File: src/rtl/hall_commutator.sv
// Six-step BLDC commutator: syncs and deglitches hall inputs, registers phase selects, tracks position/period/stall.
// Latency: hall pin change to hf is 2+FILTER_LEN cycles; u/z follow hf one cycle later.
// Backpressure: none; free-running, with outputs forced off while disabled, faulted or not yet locked.
module hall_commutator #(
    parameter int FILTER_LEN = 4,
    parameter int CNT_W      = 16,
    parameter int PER_W      = 20,
    parameter int STALL_CYC  = 100000
) (
    input  logic             clk,
    input  logic             rst_n,
    input  logic [2:0]       hall,
    input  logic             en,
    input  logic             dir,
    input  logic             clr_fault,
    output logic [2:0]       u,
    output logic [2:0]       z,
    output logic             fault,
    output logic             stall,
    output logic [CNT_W-1:0] hall_pos,
    output logic [PER_W-1:0] period
);

    localparam int FC_W = (FILTER_LEN < 2) ? 1 : $clog2(FILTER_LEN + 1);
    localparam logic [FC_W-1:0]  FLC      = FC_W'(FILTER_LEN);
    localparam logic [PER_W-1:0] PER_MAX  = '1;
    localparam logic [PER_W-1:0] STALL_TH = PER_W'(STALL_CYC);

    typedef enum logic [1:0] {ST_INIT, ST_RUN, ST_FAULT} state_t;

    // 000 and 111 never occur on healthy 120-degree sensors
    function automatic logic f_valid(input logic [2:0] h);
        return (h != 3'b000) && (h != 3'b111);
    endfunction

    // Successor in the forward rotation order
    function automatic logic [2:0] f_next(input logic [2:0] h);
        case (h)
            3'b101:  return 3'b100;
            3'b100:  return 3'b110;
            3'b110:  return 3'b010;
            3'b010:  return 3'b011;
            3'b011:  return 3'b001;
            3'b001:  return 3'b101;
            default: return 3'b000;
        endcase
    endfunction

    // Predecessor in the forward rotation order
    function automatic logic [2:0] f_prev(input logic [2:0] h);
        case (h)
            3'b101:  return 3'b001;
            3'b100:  return 3'b101;
            3'b110:  return 3'b100;
            3'b010:  return 3'b110;
            3'b011:  return 3'b010;
            3'b001:  return 3'b011;
            default: return 3'b000;
        endcase
    endfunction

    // Forward commutation table, returns {u, z}
    function automatic logic [5:0] f_fwd(input logic [2:0] h);
        case (h)
            3'b101:  return {3'b100, 3'b001};
            3'b100:  return {3'b100, 3'b010};
            3'b110:  return {3'b010, 3'b100};
            3'b010:  return {3'b010, 3'b001};
            3'b011:  return {3'b001, 3'b010};
            3'b001:  return {3'b001, 3'b100};
            default: return {3'b000, 3'b111};
        endcase
    endfunction

    logic [2:0]       r_sync1, r_sync2, r_last, r_hf;
    logic             r_sv1, r_sv2, r_hf_vld;
    logic [FC_W-1:0]  r_fcnt;
    logic [FC_W-1:0]  w_len;
    logic             w_acc, w_chg, w_hf_vld_nxt;
    logic [2:0]       w_hf_nxt;
    logic [5:0]       w_fwd;
    logic [2:0]       w_u_rev;
    logic [PER_W-1:0] w_per_nxt;

    state_t           r_state;
    logic [2:0]       r_u, r_z;
    logic [CNT_W-1:0] r_pos;
    logic [PER_W-1:0] r_per, r_scnt;

    // Run length of the current synced sample; r_fcnt==0 means no sample seen yet
    always_comb begin
        w_len = FC_W'(1);
        if ((r_sync2 == r_last) && (r_fcnt != '0)) begin
            w_len = (r_fcnt == FLC) ? r_fcnt : r_fcnt + FC_W'(1);
        end
    end

    assign w_acc        = r_sv2 && (w_len == FLC);
    assign w_chg        = w_acc && r_hf_vld && (r_sync2 != r_hf);
    assign w_hf_vld_nxt = r_hf_vld | w_acc;
    assign w_hf_nxt     = w_acc ? r_sync2 : r_hf;
    assign w_fwd        = f_fwd(r_hf);
    assign w_u_rev      = ~(w_fwd[5:3] | w_fwd[2:0]);
    assign w_per_nxt    = (r_scnt == PER_MAX) ? PER_MAX : r_scnt + PER_W'(1);

    // Two-flop synchroniser plus run-length deglitch filter; r_sv* masks the reset contents of the sync chain
    always_ff @(posedge clk or negedge rst_n) begin
        if (!rst_n) begin
            r_sync1  <= 3'b000;
            r_sync2  <= 3'b000;
            r_sv1    <= 1'b0;
            r_sv2    <= 1'b0;
            r_last   <= 3'b000;
            r_fcnt   <= '0;
            r_hf     <= 3'b000;
            r_hf_vld <= 1'b0;
        end else begin
            r_sync1 <= hall;
            r_sync2 <= r_sync1;
            r_sv1   <= 1'b1;
            r_sv2   <= r_sv1;
            r_last  <= r_sync2;
            r_fcnt  <= r_sv2 ? w_len : '0;
            if (w_acc) begin
                r_hf     <= r_sync2;
                r_hf_vld <= 1'b1;
            end
        end
    end

    // Control FSM with step accounting, stall counter and registered phase selects
    always_ff @(posedge clk or negedge rst_n) begin
        if (!rst_n) begin
            r_state <= ST_INIT;
            r_u     <= 3'b000;
            r_z     <= 3'b111;
            r_pos   <= '0;
            r_per   <= PER_MAX;
            r_scnt  <= '0;
        end else begin
            r_scnt <= w_per_nxt;
            case (r_state)
                ST_INIT: begin
                    if (w_hf_vld_nxt) begin
                        r_state <= f_valid(w_hf_nxt) ? ST_RUN : ST_FAULT;
                    end
                end
                ST_RUN: begin
                    if (w_chg) begin
                        if (!f_valid(r_sync2)) begin
                            r_state <= ST_FAULT;
                        end else if (r_sync2 == f_next(r_hf)) begin
                            r_pos  <= r_pos + CNT_W'(1);
                            r_per  <= w_per_nxt;
                            r_scnt <= '0;
                        end else if (r_sync2 == f_prev(r_hf)) begin
                            r_pos  <= r_pos - CNT_W'(1);
                            r_per  <= w_per_nxt;
                            r_scnt <= '0;
                        end else begin
                            r_state <= ST_FAULT;
                        end
                    end
                end
                ST_FAULT: begin
                    if (clr_fault && r_hf_vld && f_valid(r_hf)) begin
                        r_state <= ST_INIT;
                    end
                end
                default: r_state <= ST_INIT;
            endcase

            if (en && (r_state == ST_RUN) && f_valid(r_hf)) begin
                r_u <= dir ? w_u_rev : w_fwd[5:3];
                r_z <= w_fwd[2:0];
            end else begin
                r_u <= 3'b000;
                r_z <= 3'b111;
            end
        end
    end

    assign u        = r_u;
    assign z        = r_z;
    assign fault    = (r_state == ST_FAULT);
    assign stall    = (r_scnt >= STALL_TH);
    assign hall_pos = r_pos;
    assign period   = r_per;

endmodule

File: config.mk
export PLATFORM = sky130hd
export DESIGN_NAME = hall_commutator
export DESIGN_NICKNAME = d
export VERILOG_FILES = /design/src/rtl/hall_commutator.sv
export SDC_FILE = /design/constraint.sdc
export NUM_CORES = 1
export LEC_CHECK = 0
export BUFFER_PORTS_ARGS = -buffer_cell sky130_fd_sc_hd__buf_2
export CAP_MARGIN = 0
export CORE_MARGIN = 4
export CORE_UTILIZATION = 59
export DETAILED_ROUTE_END_ITERATION = 10
export GPL_ROUTABILITY_DRIVEN = 0
export GPL_TIMING_DRIVEN = 0
export PLACE_DENSITY_LB_ADDON = 0.15
export SLEW_MARGIN = 5
export SYNTH_ARGS = -nofsm -noshare
export SYNTH_HDL_FRONTEND = slang
export SYNTH_SLANG_ARGS = --single-unit
File: constraint.sdc
create_clock -name clk -period 4.4 [get_ports clk]
set_input_delay 0 -clock clk [delete_from_list [all_inputs] [get_ports clk]]
set_output_delay 0 -clock clk [all_outputs]
set_load 0.02 [all_outputs]
**Yosys cells after proc, flatten, opt, wreduce, memory -nomap -nowiden**

Cells that the tools add are included.
Widths: inputs -> output; s select.

- Equal/unequal tests: 23
- $add $sub $neg: 4
- Reduce and logical (&&, ||, !) cells: 19
- Bitwise logic cells: 3
- Mux-type cells: 35
- Magnitude comparators: 1

Operators by type and width:

| kind | count |
|---|---|
| $mux 20 | 8 |
| $mux 3 | 14 |
| $pmux 3 s6 | 2 |
| $pmux 6 s6 | 1 |
| $mux 16 | 2 |
| $add 20x1->20 const B | 1 |
| $eq 20x20->1 const B | 1 |
| $ge 20x17->1 const B | 1 |
| $add 16x1->16 const B | 1 |
| $sub 16x1->16 const B | 1 |
| $eq 3x3->1 const B | 5 |
| $ne 3x3->1 const B | 5 |
| $mux 2 | 7 |
| $reduce_bool 3->1 | 4 |
| $logic_and 1x1->1 | 11 |
| $eq 3x3->1 | 3 |
| $eq 3x2->1 const B | 2 |
| $pmux 2 s3 | 1 |
| $reduce_and 5->1 | 1 |
| $ne 2x2->1 const B | 2 |
| $reduce_and 4->1 | 1 |
| $add 3x1->3 const B | 1 |
| $eq 3x1->1 const B | 1 |
| $ne 3x3->1 | 1 |
| other kinds (8) | 8 |

- Bits of input ports: 8
- Logic and storage cells: 99
- Output and inout bits: 44
- Register bits: 82

**Depth between registers and ports, before layout**

- Depth in word-level cells: 20
- Gate-level depth with buffers: 17

**Worst setup path after synthesis**

OpenSTA, ideal clock, no wires.

- Kind: register to register
- From: register r_hf[0]
- To: register r_pos[12], in the netlist hall_pos[12]
- Path slack: 0.776 ns
- Clock period less this slack: 3.624 ns
- Cell stages (with the launch flop): 16
- Arrival time: 3.505 ns
- Setup time: 0.120 ns
- Buffers on the path: 0
- Path through: dfrtp_1 > inv_1 > ha_1 > a21o_1 > and3_1 > a311oi_4 > nor2_4 > inv_2 > ha_1 > a21o_1 > a21o_1 > a21oi_1 > nor2b_1 > a2111oi_2 > or3_1 > a31o_1

- Cells in the longest elaborated chain, start to end: 9
- Elaborated cells on any way between the ends: 22
- Those cells by class: 9 x eq/ne; 10 x mux; 3 x reduce/logical

Ends and longest elaborated chain:

| element | RTL line | source |
|---|---|---|
| start: declaration | 75 | `logic [2:0] r_sync1, r_sync2, r_last, r_hf;` |
| start signal: assignment | 125 | `r_hf <= r_sync2;` |
| $eq 3x1->1, or another cell as far along | 38, 51 |  |
| $pmux 3 s6 | 51 | `case (h)` |
| $mux 3 | 152 | `end else if (r_sync2 == f_next(r_hf)) begin` |
| $mux 3 | 150 | `if (!f_valid(r_sync2)) begin` |
| $mux 3 | 149 | `if (w_chg) begin` |
| $mux 3 | 142 | `case (r_state)` |
| $eq 3x3->1 | 156 | `end else if (r_sync2 == f_prev(r_hf)) begin` |
| $reduce_bool 2->1 (no source line) | -- |  |
| $reduce_and 4->1 (no source line) | -- |  |
| end signal: assignment | 153 | `r_pos <= r_pos + CNT_W'(1);` |
| end signal: assignment | 157 | `r_pos <= r_pos - CNT_W'(1);` |
| end: declaration | 87 | `logic [CNT_W-1:0] r_pos;` |

Parallel ways exist; a longest one is shown, timed or not. The select of a mux whose other input is x is not followed.
A chain may end at the register's enable or synchronous reset.

**Worst setup path in the final report**

Same ends and word-level chain as after synthesis.

==> impl_metrics.ini <==
[routing]
drc_errors = 0
drtPass1Iterations = 5
wl_per_cell_um = 14.9
via_per_inst = 5.67
drt-total-wl_mm = 9.85
drt_iter0_drc = 221
ant_nets = 0
via_count = 3742

[flow_run]
drv_cap = 0

[yosys]
yosysSeqAreaShare_pct = 45.2
synth.largest_area_cell = dfrtp_1
yosysUniqueCellTypes = 62
yosysMostFrequentCell = dfrtp_1
synthTopCellsByArea = dfrtp_1, dfstp_2, ha_1
ys_top_cells_by_count = dfrtp_1, nor2_1, nand2_1
synth_edf_count = 0
postSynthCellCount = 487
synth.ff_latch_count = 82
synth_flop_cell = dfrtp_1
syn_area_um2 = 4610
synth.top_cell.area_share_pct = 32.0
syn_nets = 513
ys_warn_count = 0
postSynthAreaPerCell_um2 = 9.46
postSynth.asyncResetShare_pct = 100

[power]
power_switching_uw = 326
ir_worst_vdd_uv = 242
clkPwrFrac_pct = 41.6
p_per_area_nw_per_um2 = 274
switching_share_pct = 22.4
p_seq_share_pct = 52.7
leakage_nw = 2.55
finalPower_mw = 1.45
power.internal_mw = 1.13
comb_power_share_pct = 5.8

[floorplanning]
initial_utilization_pct = 62.2
dieHeight_um = 96.4
die_x_um = 96.4
rows = 31
design.core.area_um2 = 7410
dieArea_um2 = 9290
io_pins = 52

[clock_network]
cts.sinks = 82
cts_buffer_depth = 2
clockRootBuffer = clkbuf_8
clk_latency_ns = 0.35
cts_resized = 0
htreeDepth = 3
cts_tree = yes
cts_made_buffers = 9
clk_pin_slew_ns = 0.08

[cells_and_area]
final-seq-area_um2 = 2080
fill_cells = 562
final_nets = 582
area_growth_pct = 15.0
antenna_cells = 0
multi_input_area_um2 = 2370
drive_gt1_share_pct = 21.9
utilization_pct = 71.5

[worst_hold_path]
holdPathStages = 3
worstHoldPathType = input pin to flop

[status]
outcome = finished, final reports clean

[global_routing]
grtUsageTotal_pct = 23.1
grt_pass1_vias = 3587
met3_usage_pct = 3.87
grt_max_degree = 51
gr-usage-met1_pct = 32.2
overflow = 0
gr-max-usage-layer = met2
use_met2_pct = 37.1
antenna_found_initial = 0
grt_pass1_wl_mm = 16.8

[timing]
tightest_slew_ns = 0.823
max_clock_freq_mhz = 242
hold_viol = 0
fin_worst_skew_ns = 0.00923
finalCritPeriodShare_pct = 94.1
finalSetupViolCount = 0
relSlewSlack_pct = 44.7
grt_setup_unrepaired = false
slew_viol_final = 0
period_minus_slack_ns = 4.14
finalSetupTns_ns = 0

[placement]
dp_hpwl_mm = 7.00
port_buffers = 51

[worst_setup_path]
worst_r2r_path_depth = 15
endpoint_kind = flop
crit_path_max_fanout = 16
worstSetupPathType = flop to flop
cp.arrival_ns = 4.38
cp.required_ns = 4.64
cp-start-kind = flop
flip-flops by register name, summed over array words and instances, names as in the netlist:
signal,cells
r_sync2,3
r_sv2,1
hall_pos,16
r_sv1,1
r_state,2
r_hf_vld,1
r_fcnt,3
r_sync1,3
z,3
r_last,3
u,3
r_scnt,20
period,20
r_hf,3
power by group through the flow:
stage	combinational [mW]	clock [mW]	sequential, mW
3_3_place_gp	0.0745	0	0.780
2_1_floorplan	0.0490	0	0.779
4_1_cts	0.0846	0.617	0.766
5_1_grt	0.0951	0.654	0.767
6_report	0.0840	0.604	0.766
3_5_place_dp	0.0804	0	0.780
cells in the final DEF (no fill, tap or decap), types with 4 or more instances in the layout:
cell type / n
xnor2_1: 11
nor2_1: 54
o31ai_1: 5
nand3_1: 21
o21ai_0: 26
a21o_1: 7
clkbuf_1: 7
dfrtp_1: 59
o21a_1: 4
buf_2: 62
inv_1: 17
a21oi_1: 24
ha_1: 18
dlygate4sd3_1: 6
and2_1: 6
a31oi_1: 10
or3_1: 8
nand2_1: 53
o21ai_1: 5
xor2_1: 19
nand4_1: 4
mux2i_1: 9
and3_1: 8
clkbuf_8: 10
o211ai_1: 4
nor2b_1: 9
nor3_1: 14
dfstp_2: 23
per-layer routing:
| metal | up-vias | wire length, µm |
|---|---|---|
| met5 | - | 0 |
| met2 | 83 | 4690 |
| li1 | 1844 | - |
| met1 | 1804 | 4550 |
| met3 | 11 | 461 |
| met4 | 0 | 141 |
cell families (layout without fill, tap and decap cells):
group,count (synthesis),after routing,share of synthesized area [%]
other,1,1,0.0814
multiplexers,9,9,1.96
adder cells (fa/ha/maj),18,18,4.89
buffers and inverters,36,110,3.42
AO/OA/AOI/OAI,111,111,17.0
AND/OR/NAND/NOR,200,200,21.8
flip-flops,82,82,45.2
XOR/XNOR,30,30,5.70
layout make-up:
class,instances,share of cell area [%]
repair buffers,58,6.52
clock buffers,12,2.74
plain buffers,18,1.70
inverters,18,1.28
flip-flops and latches,82,39.3
clock inverters,4,1.44
multi-input cells,369,44.7
well taps,99,2.34
repair_timing:
action                    4_1_cts  5_1_grt
hold endpoints to repair       66        0
setup buffers                   0        0
hold buffers                    6        0
critical path, cell delays in order, from the launching register on:
cell and delay, ns:
dfrtp_1 0.57, inv_1 0.12, ha_1 0.32, a21o_1 0.23
and3_1 0.21, a311oi_4 0.38, nor2_4 0.13, inv_2 0.27
ha_1 0.35, a21o_1 0.19, a21o_1 0.18, a21oi_1 0.23
nor2b_1 0.23, a2111oi_2 0.10, or3_1 0.31, a31o_1 0.20
metrics by stage:
stage	instances	instance area [µm²]	hold slack [ns]	worst slack, ns
floorplan	487	4610	-0.296	0.776
global placement	637	4990	0.109	0.398
detailed placement	638	5020	-0.0246	0.337
CTS	660	5300	0.0268	0.318
global route	660	5300	0.0609	0.0174
finish	660	5300	0.0341	0.259
worst paths after layout:
path	from	end	slack (ns)
max	r_hf[0]	hall_pos[12]	0.26
min reg2reg	r_sync1[1]	r_sync2[1]	0.35
min in group asynchronous	rst_n	u[0]	0.13
max in group asynchronous	rst_n	period[10]	3.63
max reg2reg	r_hf[0]	hall_pos[12]	0.26
min	en	z[0]	0.03
(Power assumes the default switching activity.)
